$ cat src/rtl/muldiv_unit.sv
// Iterative RV32M multiply/divide unit: 32 shift-add or restoring-divide
// steps, then one sign-fixup cycle, under a start/busy/done handshake.
module muldiv_unit (
    input  logic        clk,
    input  logic        rst_n,
    input  logic        start,
    input  logic        flush,
    input  logic [2:0]  func_3,
    input  logic [31:0] op_1,
    input  logic [31:0] op_2,
    output logic        busy,
    output logic        done,
    output logic [31:0] result
);

    typedef enum logic [1:0] {
        IDLE,
        CALC,
        FIN
    } state_t;

    state_t      state;
    state_t      state_next;
    logic [5:0]  cnt;
    logic [2:0]  func_q;
    logic        neg_q;
    logic        sign_a_q;
    logic [31:0] a_q;
    logic [31:0] b_q;
    logic [31:0] hi;
    logic [31:0] lo;
    logic [31:0] result_q;

    logic        accept;
    logic        signed_a;
    logic        signed_b;
    logic        sa;
    logic        sb;
    logic [32:0] sum;
    logic [32:0] shifted;
    logic        ge;
    logic [31:0] sub;
    logic [63:0] prod_s;
    logic [31:0] quo_s;
    logic [31:0] rem_s;
    logic [31:0] fin_val;
    logic        fin_ok;

    assign accept   = (state == IDLE) && start && !flush;
    assign signed_a = (func_3 == 3'b001) || (func_3 == 3'b010) ||
                      (func_3 == 3'b100) || (func_3 == 3'b110);
    assign signed_b = (func_3 == 3'b001) || (func_3 == 3'b100) ||
                      (func_3 == 3'b110);
    assign sa       = signed_a && op_1[31];
    assign sb       = signed_b && op_2[31];

    assign sum      = {1'b0, hi} + (lo[0] ? {1'b0, a_q} : 33'd0);
    // 33-bit partial remainder: previous remainder with next dividend bit
    assign shifted  = {hi, lo[31]};
    assign ge       = shifted >= {1'b0, b_q};
    assign sub      = shifted[31:0] - b_q;

    assign prod_s   = neg_q ? -{hi, lo} : {hi, lo};
    assign quo_s    = (b_q == 32'd0) ? 32'hFFFF_FFFF
                    : (neg_q ? -lo : lo);
    // Divide-by-zero leaves the dividend magnitude here, so this restores op_1
    assign rem_s    = sign_a_q ? -hi : hi;

    always_comb begin
        fin_val = 32'd0;
        case (func_q)
            3'b000:                 fin_val = prod_s[31:0];
            3'b001, 3'b010, 3'b011: fin_val = prod_s[63:32];
            3'b100, 3'b101:         fin_val = quo_s;
            default:                fin_val = rem_s;
        endcase
    end

    always_comb begin
        state_next = state;
        if (flush) begin
            state_next = IDLE;
        end else begin
            unique case (state)
                IDLE:    if (start) state_next = CALC;
                CALC:    if (cnt == 6'd31) state_next = FIN;
                FIN:     state_next = IDLE;
                default: state_next = IDLE;
            endcase
        end
    end

    always_ff @(posedge clk or negedge rst_n) begin
        if (!rst_n) state <= IDLE;
        else        state <= state_next;
    end

    always_ff @(posedge clk or negedge rst_n) begin
        if (!rst_n) begin
            cnt      <= 6'd0;
            func_q   <= 3'd0;
            neg_q    <= 1'b0;
            sign_a_q <= 1'b0;
            a_q      <= 32'd0;
            b_q      <= 32'd0;
            hi       <= 32'd0;
            lo       <= 32'd0;
        end else if (accept) begin
            cnt      <= 6'd0;
            func_q   <= func_3;
            neg_q    <= sa ^ sb;
            sign_a_q <= sa;
            a_q      <= sa ? -op_1 : op_1;
            b_q      <= sb ? -op_2 : op_2;
            hi       <= 32'd0;
            lo       <= func_3[2] ? (sa ? -op_1 : op_1)
                                  : (sb ? -op_2 : op_2);
        end else if (state == CALC && !flush) begin
            cnt <= cnt + 6'd1;
            if (!func_q[2]) begin
                hi <= sum[32:1];
                lo <= {sum[0], lo[31:1]};
            end else begin
                hi <= ge ? sub : shifted[31:0];
                lo <= {lo[30:0], ge};
            end
        end
    end

    assign fin_ok = (state == FIN) && !flush;

    always_ff @(posedge clk or negedge rst_n) begin
        if (!rst_n)      result_q <= 32'd0;
        else if (fin_ok) result_q <= fin_val;
    end

    assign busy   = (state != IDLE);
    assign done   = fin_ok;
    assign result = fin_ok ? fin_val : result_q;

endmodule

$ cat config.mk
export PLATFORM = sky130hd
export DESIGN_NAME = muldiv_unit
export DESIGN_NICKNAME = d
export VERILOG_FILES = /design/src/rtl/muldiv_unit.sv
export SDC_FILE = /design/constraint.sdc
export NUM_CORES = 1
export LEC_CHECK = 0
export ABC_CLOCK_PERIOD_IN_PS = 8800
export CAP_MARGIN = 30
export CORE_MARGIN = 2
export CORE_UTILIZATION = 57
export CTS_CLUSTER_DIAMETER = 40
export DETAILED_ROUTE_END_ITERATION = 12
export PLACE_DENSITY = 0.8
export SLEW_MARGIN = 20
export SYNTH_ARGS = -nofsm -noshare
export SYNTH_HDL_FRONTEND = slang
export SYNTH_SLANG_ARGS = --single-unit
$ cat constraint.sdc
create_clock -name clk -period 8.8 [get_ports clk]
set_input_delay 1.76 -clock clk [delete_from_list [all_inputs] [get_ports clk]]
set_output_delay 1.76 -clock clk [all_outputs]
set_load 0.05 [all_outputs]
# ---- Word level (Yosys, flattened, before mapping)
# Index checks and enable logic that the tools add are counted.
dict set report word_totals {
  output_inout_bits 34
  register_bits 173
  input_bits 71
  elab_cells 77
}
dict set report classes {
  bitwise_logic 1
  n_lt_le_gt_ge 1
  eq_ne 14
  n_reduce_logical 20
  muxes 23
  addsub 8
}
# operator n
set ops {}
lappend ops {{$mux W32} 15}
lappend ops {{$neg A32 Y32} 4}
lappend ops {{$pmux W32 S3} 1}
lappend ops {{$mux W64} 1}
lappend ops {{$neg A64 Y64} 1}
lappend ops {{$add A32 B32 Y33} 1}
lappend ops {{$ge A33 B32 Y1} 1}
lappend ops {{$logic_not A32 Y1} 1}
lappend ops {{$sub A32 B32 Y32} 1}
lappend ops {{$eq A3 B3 Y1 const B} 4}
lappend ops {{$mux W6} 2}
lappend ops {{$eq A3 B2 Y1 const B} 3}
lappend ops {{$add A6 B1 Y6 const B} 1}
lappend ops {{$eq A3 B1 Y1 const B} 2}
lappend ops {{$eq A6 B5 Y1 const B} 1}
lappend ops {{$logic_and A1 B1 Y1} 6}
lappend ops {{$mux W2} 3}
lappend ops {{$ne A3 B3 Y1 const B} 2}
lappend ops {{$logic_or A1 B1 Y1} 5}
lappend ops {{$pmux W2 S2} 1}
lappend ops {{$reduce_bool A2 Y1} 2}
lappend ops {{$logic_not A3 Y1} 1}
lappend ops {{$reduce_or A3 Y1} 1}
lappend ops {{$eq A2 B1 Y1 const B} 1}
lappend ops {{6 further kinds} 6}

# ---- Depth between registers and ports, before layout
dict set report depth {
  ltp_word 8
  ltp_mapped 13
  depth_no_buf 12
}

# ---- Worst setup path after synthesis
# Ideal clock, no wire load.
dict set report synth_path {
  path_kind {input to output}
  start {in flush}
  end {out result[10]}
  path_buffers 1
  t_arrival_ns 3.634
  path_slack_ns 3.406
  path_stages 6
  t_required_ns 7.040
  path_cell_list {nor2_1 -> nand2_1 -> inv_1 -> clkbuf_1 -> o22ai_1 -> nor2_1}
}
dict set report synth_via {
  elab_chain_len 3
}
# element line
set synth_rtl {}
lappend synth_rtl {{from (decl)} 7} ;# input logic flush,
lappend synth_rtl {{$logic_not A1 Y1} 130} ;# assign fin_ok = (state == FIN) && !flush;
lappend synth_rtl {{$logic_and A1 B1 Y1} 130}
lappend synth_rtl {{net done} 12} ;# output logic done,
lappend synth_rtl {{$mux W32} n/a}
lappend synth_rtl {{to (decl)} 13} ;# output logic [31:0] result
# The timed path passes the listed nets, and every way through them passes these cells.

# ---- Final worst setup path
dict set report layout_path {
  start {reg lo[12]}
  end {out result[23]}
}
dict set report layout_via {
  elab_chain_len 5
  word_cells_on_any_way 7
  classes_between {2 x add/sub; 5 x mux}
}
# element line
set layout_rtl {}
lappend layout_rtl {{from (decl)} 31} ;# logic [31:0] lo;
lappend layout_rtl {{from (signal assigned)} 116} ;# lo <= func_3[2] ? (sa ? -op_1 : op_1)
lappend layout_rtl {{from (signal assigned)} 122} ;# lo <= {sum[0], lo[31:1]};
lappend layout_rtl {{from (signal assigned)} 125} ;# lo <= {lo[30:0], ge};
lappend layout_rtl {{$neg A32 Y32} 65} ;# : (neg_q ? -lo : lo);
lappend layout_rtl {{$mux W32} 65}
lappend layout_rtl {{$mux W32} 64} ;# assign quo_s = (b_q == 32'd0) ? 32'hFFFF_FFFF
lappend layout_rtl {{$pmux W32 S3 (*)} 71} ;# case (func_q)
lappend layout_rtl {{$mux W32 (*)} n/a}
# Every way passes the cells marked *; elsewhere a longest branch is shown, timed or not.

==> flow_metrics.env <==
export IMPL_grt_pass1_wl_mm=83.1
export IMPL_worstPathRequired_ps=7040
export IMPL_tns_ps=0
export IMPL_core_um2=27000
export IMPL_ios=105
export IMPL_rows=60
export IMPL_htreeDepth=4
export IMPL_pwr_share_comb_pct=57.9
export IMPL_n_antenna_cell=0
export IMPL_p_switching_mw=2.73
export IMPL_routed_via_density=6.64
export IMPL_seq_area_frac_synth_pct=27.7
export IMPL_ys_flop_type="dfrtp_1"
export IMPL_fin_cells=2371
export IMPL_numPortBuffers=104
export IMPL_via_count=15700
export IMPL_grt_max_degree=110
export IMPL_cts_sinks=173
export IMPL_hold_viol_final=0
export IMPL_dpl_worst_slack_ps=2360
export IMPL_grt_ovfl_total=0
export IMPL_worstHoldStart="result_q[25]"
export IMPL_setup_viol=0
export IMPL_area_delta_synth_final_pct=11.0
export IMPL_initial_utilization_pct=57.9
export IMPL_worstSetupEndpointType="primary output"
export IMPL_critPathMaxFanout=11
export IMPL_worst_pin_slew_ps=906
export IMPL_cp_start_kind="register"
export IMPL_worst_hold_path_endpoint="result_q[25]"
export IMPL_fp_dieH_um=169
export IMPL_syn_inst=2016
export IMPL_grt_usage_pct=37.7
export IMPL_clk_path_buf_depth=2
export IMPL_intPower_mw=2.55
export IMPL_post_route_util_pct=64.3
export IMPL_switching_share_pct=51.7
export IMPL_yosys_warnings=0
export IMPL_dp_hpwl_mm=41.6
export IMPL_slew_viol_final=0
export IMPL_grt_pass1_vias=14700
export IMPL_place_gp_congestion=1.02
export IMPL_post_route_period_util_pct=76.5
export IMPL_drive_above_1_share_pct=4.48
export IMPL_max_freq_mhz=148
export IMPL_synth_area_um2=15600
export IMPL_async_reset_ff_share_pct=100
export IMPL_drt_pass1_iter_count=5
export IMPL_max_cap_violations=0
export IMPL_wl_per_cell_um=22.8
export IMPL_clk_pin_slew_ps=80
export IMPL_powerDensity_nw_per_um2=305
export IMPL_worstSetupPathType="reg2out"
export IMPL_cp_arrival_ps=4970
export IMPL_cts_tree="yes"
export IMPL_ys_ff_latch=173
export IMPL_layout_min_cycle_time_ps=6730
export IMPL_ir_drop_uv=167
export IMPL_detail_route_antenna_nets=0
export IMPL_dieArea_um2=28700
export IMPL_r2r_end="hi[17]"
export IMPL_syn_num_nets=2158
export IMPL_die_w_um=169
export IMPL_antenna_found_initial=1
export IMPL_rsz0062_at_grt="false"
export IMPL_setup_slack_ps=2070
export IMPL_drc=0
export IMPL_maxSlewHeadroom_pct=39.0
export IMPL_dpl_cell_count=2338
export IMPL_regToRegStartpoint="hi[14]"
export IMPL_drt_wl_total_mm=54.2
export IMPL_cts_hold_buffers=0
export IMPL_cts_buffers=17
export IMPL_synth_edf_count=0
export IMPL_power_share_clock_pct=14.9
export IMPL_fin_worst_skew_ps=14.5
export IMPL_hold_depth=2
export IMPL_p_leak_nw=7.18
export IMPL_final_nets=2159
export IMPL_cts_setup_buffers=0
export IMPL_clock_root_buffer="clkbuf_16"
export IMPL_first_iter_violations=1747
export IMPL_insertion_delay_ps=450
export IMPL_reg2reg_depth=9
export IMPL_power_frac_seq_pct=27.3
export IMPL_reg2reg_slack_ps=4740
export IMPL_status="completed"
export IMPL_synth_avg_cell_area_um2=7.74
export IMPL_ctsResizeCount=0
export IMPL_yosysUniqueCellTypes=78
export IMPL_min_path_type="reg2reg"
worst max-delay path by stage:
stage / endpoint / cells after the start / slack [ps] / start
finish: result[23] / 9 / 2070 / lo[12]
detailed placement: result[23] / 9 / 2360 / lo[12]
floorplan: result[10] / 6 / 3410 / flush
global placement: result[23] / 9 / 2470 / lo[12]
global route: result[23] / 9 / 1790 / lo[12]
CTS: result[23] / 9 / 1860 / lo[12]
critical path, cell delays in order, from the launching register on:
cell and delay (ps):
dfrtp_1 460, or4_1 600, nor4bb_2 610, nand4_1 650
or4_4 690, o31ai_4 250, xnor2_1 160, a21oi_1 110
o21ai_1 170, clkdlybuf4s50_1 820
sequential cells by signal, summed over array words and instances (netlist names):
name and count:
func_q 3, result_q 32, neg_q 1, b_q 32
sign_a_q 1, cnt 6, state 2, hi 32
a_q 32, lo 32
cell families (layout without fill, tap and decap cells):
family                     count (synthesis)  count (layout)  synth area share, %
buffers and inverters                    212             226                 5.28
muxes                                     63              63                 4.10
adders and majority gates                 71              71                 5.79
xor gates and xnor gates                 194             194                 10.9
and+or+nand+nor                          661             661                 20.4
AOI/OAI and AO/OA                        642             642                 25.8
DFF                                      173             173                 27.7
Yosys cell counts (19+ instances only):
master,count,area [µm²]
mux2i_1,56,561
dfrtp_1,173,4330
a21o_1,26,195
nor3_1,33,165
o221ai_1,21,184
xor2_1,90,788
or4_1,19,143
a21oi_1,126,631
a31oi_1,20,125
nor4_1,23,144
nor2_1,108,405
ha_1,69,863
clkbuf_1,122,458
o21a_1,19,143
inv_1,67,251
o31ai_1,26,195
xnor2_1,104,911
or3_1,22,138
o21ai_0,228,1140
nand3_1,46,230
nand4_1,19,119
and2_1,40,250
nand2_1,275,1030
o211ai_1,33,248
metal layers:
metal	global-route usage [%]	vias to the layer above	routed length (µm)
li1	-	7287	-
met1	51.6	7465	23000
met2	56.1	889	23100
met3	10.8	104	5950
met4	15.1	0	2150
met5	0	-	0
area by class of cell:
type                            count  area (µm²)
Multi-Input combinational cell   1631       10500
Fill cell                        2374        9620
Sequential cell                   173        4330
Timing Repair Buffer              126        1230
Tap cell                          341         427
Clock buffer                       17         425
Inverter                           68         255
Clock inverter                     15         188
cell usage in the layout (no fill, tap or decap), types with 39 or more instances in the layout:
master | netlist | routed
a21oi_1 | 126 | 126
and2_1 | 40 | 39
clkdlybuf4s50_1 | 0 | 103
dfrtp_1 | 173 | 171
ha_1 | 69 | 69
inv_1 | 67 | 67
mux2i_1 | 56 | 56
nand2_1 | 275 | 275
nand3_1 | 46 | 46
nor2_1 | 108 | 107
o21ai_0 | 228 | 227
xnor2_1 | 104 | 104
xor2_1 | 90 | 90
power groups by stage:
stage	registers [mW]	logic (mW)	clock network, mW
4_1_cts	1.42	2.95	0.789
3_3_place_gp	1.43	2.90	0
3_5_place_dp	1.43	2.92	0
2_1_floorplan	1.12	2.36	0
5_1_grt	1.44	3.31	0.818
6_report	1.44	3.05	0.785
through the flow:
step | power (mW) | area (µm²) | hold WS, ps
after detailed placement | 4.35 | 16700 | 455
after global placement | 4.33 | 16700 | 453
after CTS | 5.15 | 17300 | 473
after floorplan | 3.47 | 15600 | 436
final | 5.28 | 17300 | 470
after global routing | 5.57 | 17300 | 513
(Power assumes the default switching activity.)
